### config.mk
export PLATFORM = sky130hd
export DESIGN_NAME = vdic_cmd_alu_flat
export DESIGN_NICKNAME = d
export VERILOG_FILES = /design/src/rtl/vdic_cmd_alu_if.sv /design/src/rtl/vdic_cmd_alu.sv /design/src/flat_wrapper.sv
export SDC_FILE = /design/constraint.sdc
export NUM_CORES = 1
export LEC_CHECK = 0
export CELL_PAD_IN_SITES_DETAIL_PLACEMENT = 0
export CELL_PAD_IN_SITES_GLOBAL_PLACEMENT = 2
export CORE_MARGIN = 2
export CORE_UTILIZATION = 38
export DETAILED_ROUTE_END_ITERATION = 10
export HOLD_SLACK_MARGIN = 0.15
export PLACE_DENSITY = 0.89
export SETUP_SLACK_MARGIN = 0.2
export SLEW_MARGIN = 15
export SYNTH_ARGS = -nofsm -noshare
export SYNTH_HDL_FRONTEND = slang
export SYNTH_SLANG_ARGS = --single-unit
### constraint.sdc
create_clock -name clk -period 9.9 [get_ports clk]
set_input_delay 1.485 -clock clk [delete_from_list [all_inputs] [get_ports clk]]
set_output_delay 1.485 -clock clk [all_outputs]
set_load 0.03 [all_outputs]
### src/rtl/vdic_cmd_alu_if.sv
// Byte-stream handshake and result bus for vdic_cmd_alu.
// The din_parity signal exists only when VDIC_ALU_PARITY_EN is defined.
interface vdic_cmd_alu_if;
  logic       din_valid;
  logic       din_ready;
  logic [7:0] din;
  logic       din_cmd;
  logic       din_last;
`ifdef VDIC_ALU_PARITY_EN
  logic       din_parity;
`endif
  logic [7:0] data1_o;
  logic [7:0] data2_o;
  logic       dout_valid;
  logic       err_o;

  modport master (
`ifdef VDIC_ALU_PARITY_EN
    output din_parity,
`endif
    output din_valid, din, din_cmd, din_last,
    input  din_ready, data1_o, data2_o, dout_valid, err_o
  );

  modport slave (
`ifdef VDIC_ALU_PARITY_EN
    input  din_parity,
`endif
    input  din_valid, din, din_cmd, din_last,
    output din_ready, data1_o, data2_o, dout_valid, err_o
  );
endinterface

### src/rtl/vdic_cmd_alu.sv
// Command-driven byte-stream ALU: folds a frame's data bytes with its command operator.
// Optional feature: define VDIC_ALU_PARITY_EN to check even parity on every frame byte.
module vdic_cmd_alu #(
  parameter int MAX_DATA = 9
) (
  input  logic           clk,
  input  logic           rst,
  vdic_cmd_alu_if.slave  bus
);

  localparam int CNT_W = $clog2(MAX_DATA + 1);

  typedef enum logic [7:0] {
    CMD_NOP = 8'h00,
    CMD_AND = 8'h01,
    CMD_OR  = 8'h02,
    CMD_XOR = 8'h03,
    CMD_ADD = 8'h10,
    CMD_SUB = 8'h20
  } command_t;

  typedef enum logic [1:0] {
    IDLE,
    COLLECT,
    RESULT
  } state_t;

  state_t           state, state_next;
  logic [7:0]       cmd, cmd_next;
  logic [15:0]      acc, acc_next;
  logic [CNT_W-1:0] cnt, cnt_next;
  logic             err, err_next;
  logic             emit;
  logic             xfer;
  logic             par_err;

  function automatic logic cmd_valid(input logic [7:0] op);
    case (op)
      CMD_NOP, CMD_AND, CMD_OR, CMD_XOR, CMD_ADD, CMD_SUB: cmd_valid = 1'b1;
      default:                                             cmd_valid = 1'b0;
    endcase
  endfunction

  // NOP clears the accumulator for every byte, so a single-byte NOP frame yields zero.
  function automatic logic [15:0] alu_fold(input logic [7:0] op, input logic [15:0] a,
                                           input logic [7:0] b, input logic first);
    logic [15:0] bx;
    bx = {8'h00, b};
    if (op == CMD_NOP)  alu_fold = 16'h0000;
    else if (first)     alu_fold = bx;
    else begin
      case (op)
        CMD_AND: alu_fold = a & bx;
        CMD_OR:  alu_fold = a | bx;
        CMD_XOR: alu_fold = a ^ bx;
        CMD_ADD: alu_fold = a + bx;
        CMD_SUB: alu_fold = a - bx;
        default: alu_fold = a;
      endcase
    end
  endfunction

`ifdef VDIC_ALU_PARITY_EN
  assign par_err = ^{bus.din, bus.din_parity};
`else
  assign par_err = 1'b0;
`endif

  assign bus.din_ready = !rst && (state != RESULT);
  assign xfer          = bus.din_valid && bus.din_ready;

  always_comb begin
    state_next = state;
    cmd_next   = cmd;
    acc_next   = acc;
    cnt_next   = cnt;
    err_next   = err;
    emit       = 1'b0;
    case (state)
      IDLE, COLLECT: begin
        if (xfer) begin
          if (bus.din_cmd) begin
            // A command byte always starts a fresh frame, aborting any open one.
            cmd_next = bus.din;
            acc_next = 16'h0000;
            cnt_next = '0;
            err_next = !cmd_valid(bus.din) || par_err;
            if (bus.din_last) begin
              err_next   = 1'b1;
              emit       = 1'b1;
              state_next = RESULT;
            end else begin
              state_next = COLLECT;
            end
          end else if (state == COLLECT) begin
            err_next = err || par_err;
            if (cnt == CNT_W'(MAX_DATA)) begin
              err_next = 1'b1;
            end else begin
              cnt_next = cnt + CNT_W'(1);
              acc_next = alu_fold(cmd, acc, bus.din, cnt == '0);
            end
            if (bus.din_last) begin
              emit       = 1'b1;
              state_next = RESULT;
            end
          end
        end
      end
      RESULT:  state_next = IDLE;
      default: state_next = IDLE;
    endcase
  end

  always_ff @(posedge clk) begin
    if (rst) begin
      state          <= IDLE;
      cmd            <= 8'h00;
      acc            <= 16'h0000;
      cnt            <= '0;
      err            <= 1'b0;
      bus.data1_o    <= 8'h00;
      bus.data2_o    <= 8'h00;
      bus.dout_valid <= 1'b0;
      bus.err_o      <= 1'b0;
    end else begin
      state          <= state_next;
      cmd            <= cmd_next;
      acc            <= acc_next;
      cnt            <= cnt_next;
      err            <= err_next;
      bus.dout_valid <= emit;
      if (emit) begin
        {bus.data1_o, bus.data2_o} <= err_next ? 16'hFFFF : acc_next;
        bus.err_o                  <= err_next;
      end
    end
  end

endmodule

### src/flat_wrapper.sv
// flat-port wrapper written by rule: the top's interface ports become plain ports
module vdic_cmd_alu_flat 
#(
  parameter int MAX_DATA = 9
)
  (clk, rst, bus_din_valid, bus_din, bus_din_cmd, bus_din_last, bus_din_ready, bus_data1_o, bus_data2_o, bus_dout_valid, bus_err_o);
  vdic_cmd_alu_if bus_i ();
  input  logic clk;
  input  logic rst;
  input wire logic [$bits(bus_i.din_valid)-1:0] bus_din_valid;
  input wire logic [$bits(bus_i.din)-1:0] bus_din;
  input wire logic [$bits(bus_i.din_cmd)-1:0] bus_din_cmd;
  input wire logic [$bits(bus_i.din_last)-1:0] bus_din_last;
  output wire logic [$bits(bus_i.din_ready)-1:0] bus_din_ready;
  output wire logic [$bits(bus_i.data1_o)-1:0] bus_data1_o;
  output wire logic [$bits(bus_i.data2_o)-1:0] bus_data2_o;
  output wire logic [$bits(bus_i.dout_valid)-1:0] bus_dout_valid;
  output wire logic [$bits(bus_i.err_o)-1:0] bus_err_o;
  assign bus_i.din_valid = bus_din_valid;
  assign bus_i.din = bus_din;
  assign bus_i.din_cmd = bus_din_cmd;
  assign bus_i.din_last = bus_din_last;
  assign bus_din_ready = bus_i.din_ready;
  assign bus_data1_o = bus_i.data1_o;
  assign bus_data2_o = bus_i.data2_o;
  assign bus_dout_valid = bus_i.dout_valid;
  assign bus_err_o = bus_i.err_o;
  vdic_cmd_alu #(.MAX_DATA(MAX_DATA)) u_core (.clk(clk), .rst(rst), .bus(bus_i));
endmodule
# Word level (Yosys, flattened, before mapping)
# Cells that the tools add are included.
[totals] regBits=49 elab_cells=77
[op_classes] bitwise_logic=4 n_eq_ne=14 n_reduce_logical=16 muxes=31 add_sub_neg=3
[op_table] op="$mux 16" count=8
[op_table] op="$pmux 16 s5" count=1
[op_table] op="$eq 8x2->1 const B" count=4
[op_table] op="$add 16x8->16" count=1
[op_table] op="$and 16x8->16" count=1
[op_table] op="$eq 8x1->1 const B" count=2
[op_table] op="$eq 8x5->1 const B" count=2
[op_table] op="$eq 8x6->1 const B" count=2
[op_table] op="$logic_not 8->1" count=2
[op_table] op="$or 16x8->16" count=1
[op_table] op="$sub 16x8->16" count=1
[op_table] op="$xor 16x8->16" count=1
[op_table] op="$mux 1" count=15
[op_table] op="$mux 4" count=3
[op_table] op="$mux 2" count=4
[op_table] op="$reduce_and 3->1" count=2
[op_table] op="$reduce_or 6->1" count=1
[op_table] op="$add 4x1->4 const B" count=1
[op_table] op="$eq 4x4->1 const B" count=1
[op_table] op="$logic_not 4->1" count=1
[op_table] op="$ne 2x2->1 const B" count=2
[op_table] op="$reduce_and 4->1" count=1
[op_table] op="$reduce_bool 2->1" count=2
[op_table] op="$reduce_or 2->1" count=2
[op_table] op="5 further kinds" count=7

# Logic depth before layout (Yosys ltp)
[logic_depth] word_depth=12 ltp_mapped=13

# Least setup slack after synthesis
# Ideal clock, no wire load.
[synth_timing] path_type="input-to-reg" from="input bus_din[2]" to="register u_core.bus.data1_o[5]" t_arrival_ns=3.848 setup_time_ns=0.116 path_slack_ns=5.935 t_required_ns=9.784 stages=12 path_cell_list="nor2_1 -> nand3_1 -> nor3_1 -> a21o_1 -> ha_1 -> clkbuf_1 -> a21oi_1 -> o21ai_0 -> a221oi_1 -> o211ai_1 -> xor2_1 -> a31o_2"
[synth_via] elab_chain_len=12 elab_cells_between_ends=27 classes_between="add/sub: 2; eq/ne: 5; mux: 17; reduce/logical: 3"
[synth_lines] element="from (decl)" line="flat_wrapper.sv:11" source="input wire logic [$bits(bus_i.din)-1:0] bus_din;"
[synth_lines] element="branches (longest 11 deep; another with $sub 16x8->16)"
[synth_lines] element="$mux 16 (*)" line="vdic_cmd_alu.sv:134" source="{bus.data1_o, bus.data2_o} <= err_next ? 16'hFFFF : acc_next;"
[synth_lines] element="to (signal assigned)" line="vdic_cmd_alu.sv:134"
[synth_lines] element="to (decl)" line="vdic_cmd_alu_if.sv:30" source="output din_ready, data1_o, data2_o, dout_valid, err_o"
# Mark *: on every way between the ends. The select of a mux whose other input is x is not followed.
# A chain may end at the register's enable or synchronous reset.

# Final worst setup path
[layout_timing] from="input bus_din[2]" to="register u_core.bus.data1_o[1]"
# The elaborated chain is that of the path after synthesis.

==> qor.yml <==
critical_path.startpoint_type: "primary input"
setup_viol: 0
critPathCaptureType: "flop"
worstPathRequired_ns: 10.05
cts_root_buf: "clkbuf_8"
syn_nets: 519
met1_usage: 0.324
p_comb_frac: 0.235
switching_share: 0.325
grt.busiest_layer: "met1"
cts_hold_buf: 0
drt_wl_total_um: 11600
grt_pass1_wl_um: 18800
stdcell_area_sq_um: 4300
layout_min_cycle_time_ns: 5.06
ir_drop_mv: 0.101
clk_pin_slew_ns: 0.09
rsz0062_at_grt: "no"
ant_nets: 0
avgRoutedWirePerCell_um: 18.7
async_flop_share: 0
ys_ff_latch: 49
final-max-slew-violation-count: 0
grt-ovfl-total: 0
use_met3: 0.0338
holdWs_ns: 0.484
cts_tree: "done"
place_area_sq_um: 4210
fmax_ghz: 0.198
clk_latency_ns: 0.31
crit_arrival_ns: 5.21
pwr-share-seq: 0.488
hp-class: "flop to flop"
tightest_slew_ns: 0.825
coreArea_sq_um: 9730
numClockSinks: 49
netlist.area_leader.share: 0.258
cts-resized-gates: 0
cts-buffers-inserted: 5
drv_cap: 0
outcome: "completed"
grt_max_degree: 29
post_cts_buffers: 0
antenna_found_initial: 0
relSlewSlack: 0.449
grtUsageTotal: 0.217
diodes: 0
power.density_nw_per_um2: 100
yosys-top-cells-area: "dfxtp_1 26%, ha_1 13%, a21oi_1 7.1%"
yosys_warnings: 0
ys_seq_area_frac: 0.258
ys.flop_type: "dfxtp_1"
synth_area_sq_um: 3800
synth_top_area_cell: "dfxtp_1"
ios: 32
ctsLongestPathBuffers: 2
avgViaCountPerCell: 5.81
grt_pass1_vias: 3375
power.switching_w: 0.000140
synth_cells: 465
place.gp.congestion: 0.867
place.detailed.hpwl_um: 8730
start_util: 0.390
die_area_sq_um: 10800
setup_ws_ns: 4.84
drc_errors: 0
finalHoldViolCount: 0
clkPwrFrac: 0.277
drt_first_pass_iters: 5
skew_ns: 0.00799
fin_crit_sh: 0.511
nets: 542
avgSynthCellArea_sq_um: 8.16
row_count: 36
path_class: "primary input to flop"
htreeDepth: 2
worstPathMaxFanout: 8
fin_tns_setup_ns: 0
synth_cell_types: 74
dr.first_iter.drc_count: 239
portBuffers: 31
p_leak_nw: 1.70
gr-usage-met2: 0.323
dr_total_vias: 3611
preCtsSetupSlack_ns: 4.54
drive_above_1_share: 0.0736
die-height_um: 104
die_w_um: 104
synth_edf_count: 0
internal_power_w: 0.000290
area_growth_pct: 13.3
## sequential cells by signal, indices dropped and copies added (netlist names)
signal,flops
u_core.acc,16
u_core.bus.data1_o,8
u_core.bus.data2_o,8
u_core.bus.dout_valid,1
u_core.bus.err_o,1
u_core.cmd,8
u_core.cnt,4
u_core.err,1
u_core.state,2
## cell usage after synthesis, types with 8 or more instances
cell,n
nor2_1,26
nand2_1,46
clkbuf_1,10
nand3_1,11
mux2i_1,9
dfxtp_1,49
o21ai_0,14
nor3_1,13
ha_1,40
a21oi_1,54
a21o_1,11
a31oi_1,9
o211ai_1,8
xnor2_1,10
inv_1,30
## critical path: stages
cell and delay (ns):
clkdlybuf4s50_1 0.55, nor2_1 0.41, nand3_1 0.17, nor3_1 0.57, a21o_1 0.28, ha_1 0.31
nand4_1 0.16, a211oi_1 0.43, nor2_1 0.16, a21bo_2 0.24, a32oi_1 0.29, a41oi_1 0.16
## cell type report
class                           instances  area [sq um]
Fill cell                             998          5430
Multi-Input combinational cell        367          2610
Sequential cell                        49           981
Timing Repair Buffer                   35           340
Tap cell                              133           166
Inverter                               30           113
Clock buffer                            5          68.8
Clock inverter                          3          17.5
## logic make-up after synthesis
kind of cell | Yosys count | share of synthesized area
AOI/OAI and AO/OA | 161 | 0.294
buffers and inverters | 49 | 0.0531
DFF | 49 | 0.258
xor gates and xnor gates | 15 | 0.0346
adders and majority gates | 41 | 0.137
muxes | 10 | 0.0267
and+or+nand+nor | 140 | 0.196
## power groups by stage
stage / logic, W / clock network [W] / registers, W
global placement: 0.0000993 / 0 / 0.000214
CTS: 0.000100 / 0.000123 / 0.000210
global route: 0.000110 / 0.000129 / 0.000211
finish: 0.000101 / 0.000119 / 0.000210
detailed placement: 0.0000996 / 0 / 0.000214
floorplan: 0.0000571 / 0 / 0.000221
## per-layer routing
metal / wire [um] / up-vias
li1: - / 1763
met1: 5730 / 1702
met2: 5080 / 136
met3: 679 / 10
met4: 117 / 0
met5: 0 / -
## stage by stage
step | power, W | util | instances
after floorplan | 0.000278 | - | 465
after global placement | 0.000314 | 0.433 | 614
after detailed placement | 0.000314 | 0.433 | 614
after CTS | 0.000433 | 0.442 | 622
after global routing | 0.000450 | 0.442 | 622
final | 0.000430 | 0.442 | 622
## cells in the final DEF, fill, tap and decap left out, types with 3 or more instances in the layout
cell type,count
nand3b_1,5
dfxtp_1,49
a21boi_0,4
a41oi_1,6
o21ai_0,14
clkdlybuf4s50_1,31
nor2_1,26
a221oi_1,3
nand4_1,5
and4_1,3
xnor2_1,10
nor3_1,13
a21o_1,11
buf_4,4
a211oi_1,3
a22o_2,3
o22ai_1,7
inv_1,30
and3_1,5
o211ai_1,8
a31oi_1,9
or3_1,3
xor2_1,5
o21a_1,5
o221ai_1,4
nand2_1,46
mux2i_1,9
ha_1,40
nand3_1,11
clkbuf_8,5
a22oi_1,4
a21oi_1,54
nand2b_1,5
## path summary, 6_finish.rpt
path | cells after the start | endpoint | startpoint | slack [ns]
worst max-delay path | 12 | u_core.bus.data1_o[1] | bus_din[2] | 4.84
worst min-delay path | 2 | u_core.bus.err_o | u_core.bus.err_o | 0.48
worst max register to register | 10 | u_core.bus.data1_o[2] | u_core.cmd[1] | 5.83
worst min register to register | 2 | u_core.bus.err_o | u_core.bus.err_o | 0.48
(Power assumes the default switching activity.)
